$ cat src/rtl/mc_datapath.sv
// Multi-cycle datapath: FETCH -> DECODE -> EXECUTE -> WRITEBACK, with a terminal HALT state.
// Optional zero/carry status flags are built only when MC_DATAPATH_FLAGS_EN is defined.
module mc_datapath #(
    parameter int DATA_WIDTH = 16,
    parameter int NUM_REGS   = 8
) (
    input  logic                  clk,
    input  logic                  reset,
    input  logic [31:0]           mem_data,
    input  logic                  mem_valid,
    output logic                  fetch_req,
    output logic [2:0]            state,
    output logic [31:0]           instr,
    output logic                  wb_valid,
    output logic [4:0]            wb_addr,
    output logic [DATA_WIDTH-1:0] wb_data,
    output logic                  halted,
    output logic                  illegal,
    output logic                  zero_flag,
    output logic                  carry_flag
);

    typedef enum logic [2:0] {
        S_FETCH     = 3'd0,
        S_DECODE    = 3'd1,
        S_EXECUTE   = 3'd2,
        S_WRITEBACK = 3'd3,
        S_HALT      = 3'd4
    } state_t;

    state_t                r_state;
    state_t                w_nextState;
    logic [31:0]           r_instr;
    logic [DATA_WIDTH-1:0] r_regs [NUM_REGS];
    logic [DATA_WIDTH-1:0] r_opA;
    logic [DATA_WIDTH-1:0] r_opB;
    logic [DATA_WIDTH-1:0] r_result;
    logic                  r_illegal;

    logic [5:0]            w_opcode;
    logic [4:0]            w_rd;
    logic [4:0]            w_rs1;
    logic [4:0]            w_rs2;
    logic [4:0]            w_funct;
    logic                  w_isAlu;
    logic                  w_isLoadi;
    logic                  w_isHalt;
    logic [DATA_WIDTH-1:0] w_rs1Val;
    logic [DATA_WIDTH-1:0] w_rs2Val;
    logic [DATA_WIDTH-1:0] w_shamt;
    logic [DATA_WIDTH-1:0] w_aluResult;
    logic [DATA_WIDTH-1:0] w_result;

    assign w_opcode  = r_instr[31:26];
    assign w_rd      = r_instr[25:21];
    assign w_rs1     = r_instr[20:16];
    assign w_rs2     = r_instr[15:11];
    assign w_funct   = r_instr[4:0];
    assign w_isAlu   = (w_opcode == 6'h00) && (w_funct[4:3] == 2'b00);
    assign w_isLoadi = (w_opcode == 6'h01);
    assign w_isHalt  = (w_opcode == 6'h3F);

    always_ff @(posedge clk or posedge reset) begin
        if (reset) begin
            r_state <= S_FETCH;
        end else begin
            r_state <= w_nextState;
        end
    end

    always_comb begin
        w_nextState = r_state;
        case (r_state)
            S_FETCH:     if (mem_valid) w_nextState = S_DECODE;
            S_DECODE: begin
                if (w_isHalt)                    w_nextState = S_HALT;
                else if (w_isAlu || w_isLoadi)   w_nextState = S_EXECUTE;
                else                             w_nextState = S_FETCH;
            end
            S_EXECUTE:   w_nextState = S_WRITEBACK;
            S_WRITEBACK: w_nextState = S_FETCH;
            S_HALT:      w_nextState = S_HALT;
            default:     w_nextState = S_FETCH;
        endcase
    end

    // Register 0 and out-of-range addresses never match a stored entry, so they read as zero.
    always_comb begin
        w_rs1Val = '0;
        w_rs2Val = '0;
        for (int i = 1; i < NUM_REGS; i++) begin
            if (w_rs1 == 5'(i)) w_rs1Val = r_regs[i];
            if (w_rs2 == 5'(i)) w_rs2Val = r_regs[i];
        end
    end

`ifdef MC_DATAPATH_FLAGS_EN
    logic [DATA_WIDTH:0] w_sum;
    logic [DATA_WIDTH:0] w_diff;
    assign w_sum  = {1'b0, r_opA} + {1'b0, r_opB};
    assign w_diff = {1'b0, r_opA} - {1'b0, r_opB};
`else
    logic [DATA_WIDTH-1:0] w_sum;
    logic [DATA_WIDTH-1:0] w_diff;
    assign w_sum  = r_opA + r_opB;
    assign w_diff = r_opA - r_opB;
`endif

    assign w_shamt = DATA_WIDTH'(r_opB % DATA_WIDTH);

    always_comb begin
        w_aluResult = '0;
        case (w_funct[2:0])
            3'd0: w_aluResult = w_sum[DATA_WIDTH-1:0];
            3'd1: w_aluResult = w_diff[DATA_WIDTH-1:0];
            3'd2: w_aluResult = r_opA & r_opB;
            3'd3: w_aluResult = r_opA | r_opB;
            3'd4: w_aluResult = r_opA ^ r_opB;
            3'd5: w_aluResult = r_opA << w_shamt;
            3'd6: w_aluResult = r_opA >> w_shamt;
            3'd7: w_aluResult = {{(DATA_WIDTH-1){1'b0}}, (r_opA < r_opB)};
            default: w_aluResult = '0;
        endcase
    end

    assign w_result = w_isLoadi ? DATA_WIDTH'(r_instr[15:0]) : w_aluResult;

    always_ff @(posedge clk or posedge reset) begin
        if (reset) begin
            r_instr   <= '0;
            r_opA     <= '0;
            r_opB     <= '0;
            r_result  <= '0;
            r_illegal <= 1'b0;
        end else begin
            r_illegal <= (r_state == S_DECODE) && !w_isHalt && !w_isAlu && !w_isLoadi;
            if (r_state == S_FETCH && mem_valid) r_instr <= mem_data;
            if (r_state == S_DECODE) begin
                r_opA <= w_rs1Val;
                r_opB <= w_rs2Val;
            end
            if (r_state == S_EXECUTE) r_result <= w_result;
        end
    end

    // Writes to r0 or beyond NUM_REGS match no entry and are silently dropped.
    always_ff @(posedge clk or posedge reset) begin
        if (reset) begin
            for (int i = 0; i < NUM_REGS; i++) r_regs[i] <= '0;
        end else if (r_state == S_WRITEBACK) begin
            for (int i = 1; i < NUM_REGS; i++) begin
                if (w_rd == 5'(i)) r_regs[i] <= r_result;
            end
        end
    end

`ifdef MC_DATAPATH_FLAGS_EN
    logic r_carryRes;
    logic r_zero;
    logic r_carry;

    always_ff @(posedge clk or posedge reset) begin
        if (reset) begin
            r_carryRes <= 1'b0;
            r_zero     <= 1'b0;
            r_carry    <= 1'b0;
        end else begin
            if (r_state == S_EXECUTE) begin
                r_carryRes <= (w_funct[2:0] == 3'd0) ? w_sum[DATA_WIDTH] :
                              (w_funct[2:0] == 3'd1) ? w_diff[DATA_WIDTH] : 1'b0;
            end
            if (r_state == S_WRITEBACK && w_opcode == 6'h00) begin
                r_zero  <= (r_result == '0);
                r_carry <= r_carryRes;
            end
        end
    end

    assign zero_flag  = r_zero;
    assign carry_flag = r_carry;
`else
    assign zero_flag  = 1'b0;
    assign carry_flag = 1'b0;
`endif

    assign state     = r_state;
    assign fetch_req = (r_state == S_FETCH);
    assign instr     = r_instr;
    assign wb_valid  = (r_state == S_WRITEBACK);
    assign wb_addr   = w_rd;
    assign wb_data   = r_result;
    assign halted    = (r_state == S_HALT);
    assign illegal   = r_illegal;

endmodule

$ cat config.mk
export PLATFORM = sky130hd
export DESIGN_NAME = mc_datapath
export DESIGN_NICKNAME = d
export VERILOG_FILES = /design/src/rtl/mc_datapath.sv
export SDC_FILE = /design/constraint.sdc
export NUM_CORES = 1
export LEC_CHECK = 0
export ABC_AREA = 1
export CAP_MARGIN = 5
export CORE_MARGIN = 2
export CORE_UTILIZATION = 40
export CTS_CLUSTER_SIZE = 10
export DETAILED_ROUTE_END_ITERATION = 7
export GPL_TIMING_DRIVEN = 0
export PLACE_DENSITY_LB_ADDON = 0.25
export SLEW_MARGIN = 20
export SYNTH_ARGS = -nofsm -noshare
export SYNTH_HDL_FRONTEND = slang
export SYNTH_SLANG_ARGS = --single-unit
$ cat constraint.sdc
create_clock -name clk -period 9.6 [get_ports clk]
set_input_delay 2.88 -clock clk [delete_from_list [all_inputs] [get_ports clk]]
set_output_delay 2.88 -clock clk [all_outputs]
set_load 0.1 [all_outputs]
**Word level (Yosys, flattened, before mapping)**

Cells that the tools add are included.

- Register bits after elaboration: 196
- Logic and storage cells: 96

- $add $sub $neg: 2
- $lt $le $gt $ge: 1
- Equal/unequal tests: 35
- Shifts and indexed selects: 2
- Mux-type cells: 20
- Bitwise operators: 3
- Reductions and logical operators: 20

Operators with widths:

| cell | number |
|---|---|
| $mux W16 | 15 |
| $pmux W16 S8 | 1 |
| $eq A5 B3 Y1 const B | 12 |
| $eq A5 B2 Y1 const B | 6 |
| $add A16 B16 Y16 | 1 |
| $and A16 B16 Y16 | 1 |
| $lt A16 B16 Y1 | 1 |
| $or A16 B16 Y16 | 1 |
| $shl A16 B4 Y16 | 1 |
| $shr A16 B4 Y16 | 1 |
| $sub A16 B16 Y16 | 1 |
| $xor A16 B16 Y16 | 1 |
| $eq A3 B3 Y1 const B | 5 |
| $eq A5 B1 Y1 const B | 3 |
| $reduce_and A2 Y1 | 7 |
| $eq A3 B2 Y1 const B | 4 |
| $pmux W3 S4 | 1 |
| $eq A3 B1 Y1 const B | 2 |
| $eq A6 B1 Y1 const B | 1 |
| $eq A6 B6 Y1 const B | 1 |
| $logic_not A3 Y1 | 2 |
| $logic_not A6 Y1 | 1 |
| $mux W3 | 2 |
| $logic_and A1 B1 Y1 | 5 |
| 5 further kinds | 7 |

**Depth between registers and ports, before layout**

Gate-level depths: netlist of run 1.

- Depth after elaboration: 8
- Mapped depth: 18
- Gate-level depth less buffers: 15

**Worst setup path before layout of run 1**

No wires, ideal clock.

- Path kind: register to output
- Start: register r_state[2] (netlist: state[2])
- End: output port halted
- Arrival: 2.452 ns
- Data required time: 6.720 ns
- Slack: 4.268 ns
- Stages on the path, launching flop included: 3
- Cells stage by stage: dfrtp_1 > inv_1 > nor2_1

- Cells in the longest elaborated chain, start to end: 1

RTL lines:

| item | line | text |
|---|---|---|
| from (decl) | 31 | `state_t r_state;` |
| from (signal assigned) | 67 | `r_state <= w_nextState;` |
| $eq A3 B3 Y1 | 192 | `assign halted = (r_state == S_HALT);` |
| to (decl) | 17 | `output logic halted,` |

No other way between the ends.

**Worst setup path in the final report of run 1**

- Start: register r_state[2] (netlist: state[2])
- End: output port wb_valid

- Cells in the longest elaborated chain, start to end: 1

RTL lines:

| item | line | text |
|---|---|---|
| $eq A3 B2 Y1 | 189 | `assign wb_valid = (r_state == S_WRITEBACK);` |
| to (decl) | 14 | `output logic wb_valid,` |

No other way between the ends.

==> results of run 1 <==
==> through the flow <==
stage,hold slack [ns],instances
floorplan,0.453,1867
global placement,0.465,2363
detailed placement,0.473,2365
CTS,0.491,2397
global route,0.511,2397
finish,0.490,2397
==> flip-flops by register name (all words and copies together) (netlist names) <==
register  count
illegal       1
instr        32
r_opA        16
r_opB        16
r_regs      112
state         3
wb_data      16
==> worst max-delay path: cells and delay by family, from the launching register on <==
family	cells	cell delay [ns]
and+or+nand+nor	1	0.32
DFF	1	0.46
buffers and inverters	1	1.20
==> worst paths after layout <==
kind | start | to | slack (ns) | cells past startpoint
setup / recovery | state[2] | wb_valid | 4.29 | 2
hold / removal | r_regs[100] | r_regs[100] | 0.49 | 2
setup reg to reg | r_opB[2] | wb_data[9] | 6.19 | 15
hold reg to reg | r_regs[100] | r_regs[100] | 0.49 | 2
max in group asynchronous | reset | instr[0] | 5.69 | 4
min in group asynchronous | reset | r_regs[89] | 2.77 | 2
==> cells in the final DEF (no fill, tap or decap), types with 7 or more instances in the layout <==
cell               n
a21oi_1          158
buf_2             33
buf_4             18
clkbuf_1          38
clkbuf_16         17
clkdlybuf4s50_1   94
dfrtp_1          196
ha_1              49
inv_1            214
inv_2             10
mux2_2            15
nand2_1          535
nand3_1          127
nand4_1           30
nor2_1           136
nor3_1             8
nor3_2             7
o2111ai_1         15
o211ai_1          12
o21ai_0          160
o21ai_1           22
o22ai_1           34
==> metal layers <==
metal  track usage  up-vias
met5             0        -
met4         0.126        0
met3        0.0296       83
met2         0.480      473
met1         0.391     6335
li1              -     6333
==> area by class of cell <==
type,count,area (um^2),share of cell area
timing repair buffer,96,996,0.0662
tap,402,503,0.0334
clock buffer,18,439,0.0292
multi-input combinational,1348,6740,0.448
clock inverter,14,120,0.00798
inverter,228,866,0.0575
sequential,196,4900,0.326
buffer,95,483,0.0321
==> kinds of logic after synthesis <==
| kind of cell | count (synthesis) | synth area share |
|---|---|---|
| AO/OA/AOI/OAI | 416 | 0.174 |
| AND/OR/NAND/NOR | 863 | 0.281 |
| buffers and inverters | 323 | 0.103 |
| multiplexers | 15 | 0.0130 |
| adder cells (fa/ha/maj) | 51 | 0.0503 |
| flip-flops | 196 | 0.378 |
| other | 1 | 0.000289 |
| XOR/XNOR | 1 | 0.000675 |
==> report_power, final <==
part	internal [mW]	switching (mW)	total [mW]
Sequential	0.912	0.119	1.03
Clock	0.347	0.349	0.696
Combinational	0.469	1.43	1.90
Total	1.73	1.90	3.63
==> flow_summary_export.csv, run 1 <==
group,metric,value,unit
routing,wl_met1,21100,um
sta,slew_headroom,0.314,
critical_path,path_cells,"nor3_4 -> clkdlybuf4s50_1",
critical_path,slowest_delay,1.20,ns
power_and_ir_drop,p_leak,6.91,nW
cts,numCtsBuffers,17,
cts,h-tree-depth,4,
sta,setup_violations,0,
sta,fin_crit,5.31,ns
yosys,syn_inst,1866,
cts,clk_path_buf_depth,2,
routing,dr.first_iter.drc_count,1155,
cts,cts-resized-gates,0,
routing,vias,13224,
cts,clkLatencyLatePin,0.46,ns
yosys,synth_cell_types,44,
yosys,syn_area,13000,um^2
grt,grt_max_degree,91,
cts,cts_setup_buffers,0,
critical_path,cp-start-kind,"register",
yosys,synthTopCellsByCount,"nand2_1, inv_1, dfrtp_1",
grt,grt_util_all_layers,0.292,
final_layout,syn2layout_area_growth,15.9,%
critical_path,critPathMaxFanout,6,
hold_path,hold_class,"register to register",
yosys,async_flop_share,1.00,
routing,drt_first_pass_iters,5,
final_layout,num_antenna_cells,0,
final_layout,num-nets-final,2068,
yosys,avgSynthCellArea,6.95,um^2
die,rows,65,
die,die_area,33900,um^2
critical_path,critPathArrivalTime,2.43,ns
yosys,ys_ff_latch,196,
cts,cts_sinks,196,
final_layout,post-route-util,0.474,
placement,io_buffers,94,
die,io_pins,97,
flow_run,timing.max_cap.violations,0,
routing,routedWlPerCell,20.4,um
routing,postRouteAntennaNets,0,
placement,hpwl,39400,um
critical_path,critical_path_class,"register to primary output",
critical_path,critPathSlowestCell,"clkdlybuf4s50_1",
sta,final_max_slew_viol_count,0,
grt,grt_pass1_vias,12408,
critical_path,end_kind,"primary output",
final_layout,drive_gt1_frac,0.0692,
grt,gr-total-overflow,0,
sta,rsz0062_at_grt,"no",
grt,grt_first_pass_wirelength,73900,um
sta,fmax,188,MHz
die,die_w,184,um
routing,drc,0,
routing,wl_met2,23300,um
routing,avgViaCountPerCell,5.52,
yosys,synth-warning-count,0,
routing,routed.top_layer,"met4",
power_and_ir_drop,p_per_area,241,nW/um^2
die,fp.dieH,184,um
sta,layout_setup_ws,4.29,ns
placement,pre_cts_ws,4.76,ns
die,start_util,0.409,
yosys,synth-main-ff-cell,"dfrtp_1",
yosys,synth_edf_count,0,
sta,worst_slew_pin_slew,1.03,ns
die,core,31700,um^2
critical_path,required,6.72,ns
power_and_ir_drop,peakVddDrop,0.000130,V
sta,final_hold_viol_count,0,
yosys,seq_area_frac_synth,0.378,
grt,antenna_found_initial,0,
yosys,yosysTopAreaCell,"dfrtp_1",
cts,clkSlewWorstSetupHoldPaths,0.08,ns
final_layout,fillers,3267,
routing,dr_wl_met3,2510,um
cts,cts_tree,"built",
routing,wl,49000,um
final_layout,design_area,15000,um^2
placement,placed_area,14500,um^2
yosys,ys_top_cells_by_area,"dfrtp_1, nand2_1, inv_1",
yosys,synth.most_common_cell,"nand2_1",
sta,tns,0,ns
sta,fin_skew,0.0221,ns
power_and_ir_drop,total_power,3.63,mW
cts,cts_root_buf,"clkbuf_16",
placement,routabilityCongestion,1.02,
sta,final.period_utilization,0.554,
cts,ctsHoldBuffers,0,
outcome,status,"completed",
yosys,yosysTopAreaCellShare,0.378,
(Power assumes the default switching activity.)
==> run 2, diff against run 1 <==
==> constraint.sdc (replaced) <==
create_clock -name clk -period 4.4 [get_ports clk]
set_input_delay 1.32 -clock clk [delete_from_list [all_inputs] [get_ports clk]]
set_output_delay 1.32 -clock clk [all_outputs]
set_load 0.1 [all_outputs]
==> flow_summary_export.csv, run 2 (synthesized netlist as in run 1, its figures left out) <==
group,metric,value,unit
critical_path,critPathArrivalTime,2.45,ns
hold_path,worstHoldStart,"r_regs[15]",
final_layout,design_area,15200,um^2
grt,grt_util_all_layers,0.290,
routing,avgViaCountPerCell,5.49,
outcome,status,"completed",
sta,final_hold_viol_count,0,
critical_path,required,3.08,ns
sta,slew_headroom,0.317,
power_and_ir_drop,total_power,8.05,mW
routing,dr.first_iter.drc_count,1221,
cts,cts_tree,"built",
final_layout,num-nets-final,2072,
cts,clk_path_buf_depth,2,
critical_path,critical_path_class,"register to primary output",
cts,cts-resized-gates,0,
sta,final.period_utilization,0.857,
power_and_ir_drop,p_per_area,530,nW/um^2
routing,wl,48400,um
sta,rsz0062_at_grt,"no",
final_layout,layout_common_cells,"nand2_1, inv_1, dfrtp_1, o21ai_0, a21oi_1",
power_and_ir_drop,p_leak,6.97,nW
critical_path,critPathSlowestCell,"clkdlybuf4s50_1",
hold_path,min_path_cells,2,
critical_path,end_kind,"primary output",
final_layout,drive_gt1_frac,0.0710,
sta,setup_violations,0,
cts,h-tree-depth,4,
cts,cts_setup_buffers,0,
sta,worst_slew_pin_slew,1.02,ns
critical_path,reg2reg_to,"wb_data[9]",
grt,grt_max_degree,34,
die,rows,65,
placement,placed_area,14600,um^2
die,die_area,33900,um^2
grt,gr-total-overflow,0,
final_layout,regMostFlops,"r_regs",
grt,grt_first_pass_wirelength,74400,um
routing,vias,13177,
routing,postRouteAntennaNets,0,
sta,fmax,265,MHz
sta,final_max_slew_viol_count,0,
power_and_ir_drop,peakVddDrop,0.000299,V
die,fp.dieH,184,um
die,start_util,0.409,
flow_run,timing.max_cap.violations,0,
cts,numCtsBuffers,17,
critical_path,path_cells,"nor3_4 -> clkdlybuf4s50_1",
critical_path,worstRegToRegCells,15,
grt,antenna_found_initial,0,
routing,drc,0,
final_layout,mostFrequentLayoutCell,"nand2_1",
placement,routabilityCongestion,1.04,
die,core,31700,um^2
die,io_pins,97,
placement,hpwl,39300,um
routing,routedWlPerCell,20.1,um
cts,clkLatencyLatePin,0.45,ns
die,die_w,184,um
critical_path,cp-start-kind,"register",
cts,cts_sinks,196,
final_layout,largest_reg_flops,112,
critical_path,slowest_delay,1.21,ns
cts,clkSlewWorstSetupHoldPaths,0.08,ns
sta,fin_skew,0.0215,ns
critical_path,r2r_setup_slack,1.01,ns
grt,grt_pass1_vias,12662,
hold_path,hold-path-endpoint,"r_regs[15]",
sta,fin_crit,3.77,ns
final_layout,num_antenna_cells,0,
routing,drt_first_pass_iters,6,
critical_path,critPathMaxFanout,6,
placement,io_buffers,94,
cts,cts_root_buf,"clkbuf_16",
cts,ctsHoldBuffers,0,
critical_path,reg2reg_from,"r_opB[2]",
final_layout,syn2layout_area_growth,17.2,%
hold_path,hold_class,"register to register",
==> run 2: cell count changes in the layout (fill, tap and decap cells not counted) <==
cell       delta
clkinv_2      -3
buf_12        +5
clkinv_4      -3
clkinv_8      +7
bufinv_16     +1
inv_12        +2
buf_16        -1
inv_8         -3
clkbuf_8      -1
==> run 2: final cells by class <==
type	instances	area [um^2]
buffer	95	483
sequential	196	4900
multi-input combinational	1348	6740
clock buffer	17	425
fill	3244	16500
inverter	228	862
clock inverter	15	225
timing repair buffer	100	1070
tap	402	503
==> run 2: stage by stage <==
step	std cells	hold slack, ns	setup TNS (ns)	utilization	worst slack, ns
6_report	2401	0.490	0	0.479	0.629
5_1_grt	2401	0.514	0	0.479	0.593
4_1_cts	2401	0.490	0	0.479	0.638
3_5_place_dp	2369	0.473	0	0.459	1.05
3_3_place_gp	2363	0.466	-197.14	0.455	-1.02
2_1_floorplan	1867	0.453	0	-	0.548
==> run 2: where the power goes <==
part / switching [mW] / leakage, nW / internal, mW
registers: 0.260 / 2.64 / 1.99
clock network: 0.832 / 0.312 / 0.842
logic: 3.10 / 4.02 / 1.03
==> run 2: worst max-delay path, delay by kind of cell (launching register included) <==
kind | cells | cell delay (ns)
buffers and inverters | 1 | 1.21
DFF | 1 | 0.47
and+or+nand+nor | 1 | 0.33
==> run 2: metal layers <==
metal | vias up | track usage | part of all wire
li1 | 6344 | - | -
met1 | 6324 | 0.383 | 0.43
met2 | 437 | 0.490 | 0.48
met3 | 72 | 0.0328 | 0.050
met4 | 0 | 0.111 | 0.041
met5 | - | 0 | 0
==> run 2: worst max path at each step <==
stage,start,endpoint,slack (ns),cells after the start
floorplan,reset,illegal,0.55,1
global placement,reset,instr[2],-1.02,2
detailed placement,r_opB[2],wb_data[9],1.05,15
CTS,state[1],wb_valid,0.64,3
global route,state[0],fetch_req,0.59,4
finish,state[2],wb_valid,0.63,2
